File: config.mk
export PLATFORM = sky130hd
export DESIGN_NAME = sysid_checker_timer
export DESIGN_NICKNAME = d
export VERILOG_FILES = /design/src/rtl/sysid_checker_pkg.sv /design/src/rtl/sysid_checker_timer.sv
export SDC_FILE = /design/constraint.sdc
export NUM_CORES = 1
export LEC_CHECK = 0
export ABC_AREA = 1
export CAP_MARGIN = 5
export CORE_AREA = 10 10 51 53
export CTS_CLUSTER_SIZE = 12
export DETAILED_ROUTE_END_ITERATION = 12
export DIE_AREA = 0 0 61 63
export PLACE_DENSITY = 0.9
export SETUP_SLACK_MARGIN = 0.5
export SLEW_MARGIN = 15
export SYNTH_ARGS = -nofsm -noshare
export SYNTH_HDL_FRONTEND = slang
export SYNTH_SLANG_ARGS = --single-unit
File: constraint.sdc
create_clock -name clock -period 3.4 [get_ports clock]
set_clock_uncertainty 0.15 [all_clocks]
set_input_delay 1.02 -clock clock [delete_from_list [all_inputs] [get_ports clock]]
set_output_delay 1.02 -clock clock [all_outputs]
set_load 0.02 [all_outputs]
File: src/rtl/sysid_checker_pkg.sv
// sysid_checker_pkg: shared types and constants for the system-ID checker.
//   state_e  - checker FSM states
//   ADDR_ID  - slave word holding the system ID
//   ADDR_TS  - slave word holding the build timestamp
//   TO_W     - width of the per-transaction timeout counter
package sysid_checker_pkg;

  localparam int   TO_W    = 16;
  localparam logic ADDR_ID = 1'b0;
  localparam logic ADDR_TS = 1'b1;

  typedef enum logic [2:0] {
    IDLE,
    RD_ID_REQ,
    RD_ID_WAIT,
    RD_TS_REQ,
    RD_TS_WAIT,
    DONE
  } state_e;

endpackage

File: src/rtl/sysid_checker_timer.sv
// sysid_checker_timer: per-transaction cycle counter.
//   clock, reset - clock, async active-high reset
//   clear        - reload the counter with zero (has priority over en)
//   en           - count this cycle
//   expired      - this enabled cycle is the TIMEOUT_CYCLES-th one
module sysid_checker_timer
  import sysid_checker_pkg::*;
#(
  parameter int unsigned TIMEOUT_CYCLES = 255
) (
  input  logic clock,
  input  logic reset,
  input  logic clear,
  input  logic en,
  output logic expired
);

  localparam logic [TO_W-1:0] LAST = TO_W'(TIMEOUT_CYCLES - 1);

  logic [TO_W-1:0] cnt_q, cnt_d;

  always_comb begin
    cnt_d = cnt_q;
    if (clear)   cnt_d = '0;
    else if (en) cnt_d = cnt_q + TO_W'(1);
  end

  always_ff @(posedge clock or posedge reset) begin
    if (reset) cnt_q <= '0;
    else       cnt_q <= cnt_d;
  end

  // cnt_q holds the number of cycles already spent, so the limit is hit
  // during the cycle where cnt_q == TIMEOUT_CYCLES-1.
  assign expired = en && (cnt_q == LAST);

endmodule

==> out/qor.txt <==
status -> finished clean
Post-Place Cells -> 150
share of synthesized area spent on multiplexers -> 0
Metal-1 WL -> 855 um
commonest non-fill, non-tap cell in the layout -> nand2_1
Max Fanout on Critical Path -> 2
Post-Synth Simple-Gate Area -> 0.3771
Power Density -> 360.6 nW/um2
Synth Net Count -> 136
worst slew pin tran -> 0.5974 ns
IO Count -> 5
max-cap violations -> 0
Chip Height -> 63 um
Final Core Density -> 0.6341
gate count of the mapped netlist -> 130
Hold Startpoint -> cnt_q[3]
total wire length -> 1.917 mm
Worst Path Required -> 2.23 ns
final period utilization -> 0.8210
CP startpoint -> en
Period minus WS final -> 2.791 ns
core area -> 1652 um2
VDD IR max -> 0.1793 mV
delay-heaviest family, CP -> simple AND/OR/NAND/NOR gates
distinct cell type count after synthesis -> 22
CP max stage delay -> 0.14 ns
Remaining DRCs -> 0
Die ar. -> 3843 um2
total CTS buffers -> 3
final hold vios -> 0
Die X -> 61 um
vias in the first global route -> 801
Adder-Cell Fraction of Synth Area -> 0.02628
Lkg Pwr -> 0.4518 nW
Top Layer Used -> met4
clock net sink count -> 16
Initial Util -> 0.5765
Bufs and invs on worst path -> 3
vias post-DR -> 858
max reg flops -> 16
post-DP HPWL -> 1.500 mm
CTS clk-pin slew, worst paths -> 0.10 ns
endpoints failing setup -> 0
gr usage total -> 0.1086
critical-path cell list -> clkbuf_2 > inv_2 > nor2_4 > nand4_1 > nor2_1 > buf_4
routed len/inst -> 12.45 um
most frequent cells in the layout -> nand2_1 (25), nor2_1 (22), dfrtp_1 (16)
maximum clock insertion buffer count -> 2
Worst Hold Class -> flop to flop
Final ANT Viol Nets -> 0
router iterations before antenna repair -> 4
initial antenna violation count -> 0
layout cell share with drive strength beyond 1 -> 0.1679
Yosys reg bits -> 16
Top reg by flops -> cnt_q
gpl congestion -> 0.8605
clk root buf -> clkbuf_4
H-tree levels -> 1
DR WL met3 -> 123 um
xor-xnor portion of the synthesized cell area -> 0
slowest stage cell on the critical path -> buf_4
RSZ-0062 raised after global routing -> false
Max Clk Rate -> 358.3 MHz
first-pass GRT wire length -> 3.408 mm
metal2 WL -> 926 um
Inserted Diodes -> 0
Clk Latency, worst-skew pair -> 0.29 ns
total global routing overflow -> 0
Design Area, Final -> 1047 um2
Synth-to-Final Area Change -> 9.986%
largest registers -> cnt_q: 16 flops
Final Max Tran Viols -> 0
Synth Area in Compound Gates -> 0.1025
Syn Area/Cell -> 7.324 um2
worst rel slew slack -> 0.6013
initial drt markers -> 22
critical path endpoint category -> output pin
Yosys warnings -> 0
reg2reg start -> cnt_q[1]
Crit Path Class -> primary input to output pin
routed vias/inst -> 5.571
largest family of logic cells by synthesized area -> simple AND/OR/NAND/NOR gates
CTS tree -> yes
Worst setup SP type -> primary input
IO buf count -> 4
Non-Filler Instances -> 154
Seq/Total Area, Yosys -> 0.4205
Mapped Area -> 952.2 um2
largest net degree at the start of global routing -> 17
Worst EP arrival -> 1.62 ns
Area after DPL -> 1011 um2
postcts setup bufs -> 0
Layout Nets -> 144
# rows -> 15
kinds of logic (layout without fill, tap and decap cells):
family | Yosys count | after routing
and+or+nand+nor | 76 | 76
buffers and inverters | 18 | 25
AOI/OAI and AO/OA | 18 | 18
adders and majority gates | 2 | 2
DFF | 16 | 16
final timing paths:
| kind | slack [ns] | end | depth (start not counted) |
|---|---|---|---|
| worst max-delay path | 0.61 | expired | 6 |
| worst min-delay path | 0.40 | cnt_q[3] | 1 |
| worst max register to register | 1.80 | cnt_q[14] | 8 |
| worst min register to register | 0.40 | cnt_q[3] | 1 |
| max in group asynchronous | 1.76 | cnt_q[7] | 2 |
| min in group asynchronous | 0.94 | cnt_q[1] | 2 |
metrics by stage:
stage               hold WS [ns]  TNS [ns]  worst slack [ns]   power, W
finish                    0.3999         0            0.6087  0.0003777
global route              0.4313         0            0.5378  0.0004045
CTS                       0.3924         0            0.5013  0.0003823
detailed placement        0.3782   -0.2650           -0.2650  0.0002576
global placement          0.3525   -0.2242           -0.2242  0.0002542
floorplan                 0.3258         0            0.7228  0.0002416
final cells by class:
type	count	area [um2]
clock buffers	4	36.28
fillers	136	604.3
well taps	17	21.27
flip-flops and latches	16	400.4
inverters	16	60.06
multi-input cells	96	489.2
repair buffers	5	40.04
power breakdown:
part | total, W | switching [W] | leakage, nW | internal, W
logic | 0.0000432 | 0.0000276 | 0.210 | 0.0000155
clock network | 0.000124 | 0.0000592 | 0.0210 | 0.0000651
registers | 0.000210 | 0.0000108 | 0.221 | 0.000200
total | 0.000378 | 0.0000975 | 0.452 | 0.000280
Yosys cell counts (all sizes together):
master,instances,share of area
a21oi,9,0.047
a31o,1,0.0092
and3,1,0.0066
buf,1,0.0053
clkbuf,1,0.0053
dfrtp,16,0.42
ha,2,0.026
inv,16,0.063
nand2,28,0.12
nand3,9,0.047
nand4,4,0.026
nor2,31,0.16
nor3,1,0.0053
nor3b,1,0.0079
nor4,1,0.0066
o21ai,8,0.046
routing by layer:
metal | vias to the layer above | track usage
li1 | 432 | -
met1 | 403 | 0.1342
met2 | 21 | 0.1747
met3 | 2 | 0.02846
met4 | 0 | 0.03297
met5 | - | 0
repair_timing:
item / CTS / global route
resized for setup: 7 / 3
hold buffers: 0 / 0
pin swaps: 3 / 2
endpoints found under the hold margin: 0 / 0
endpoints found under the setup margin: 1 / 1
(Power assumes the default switching activity.)
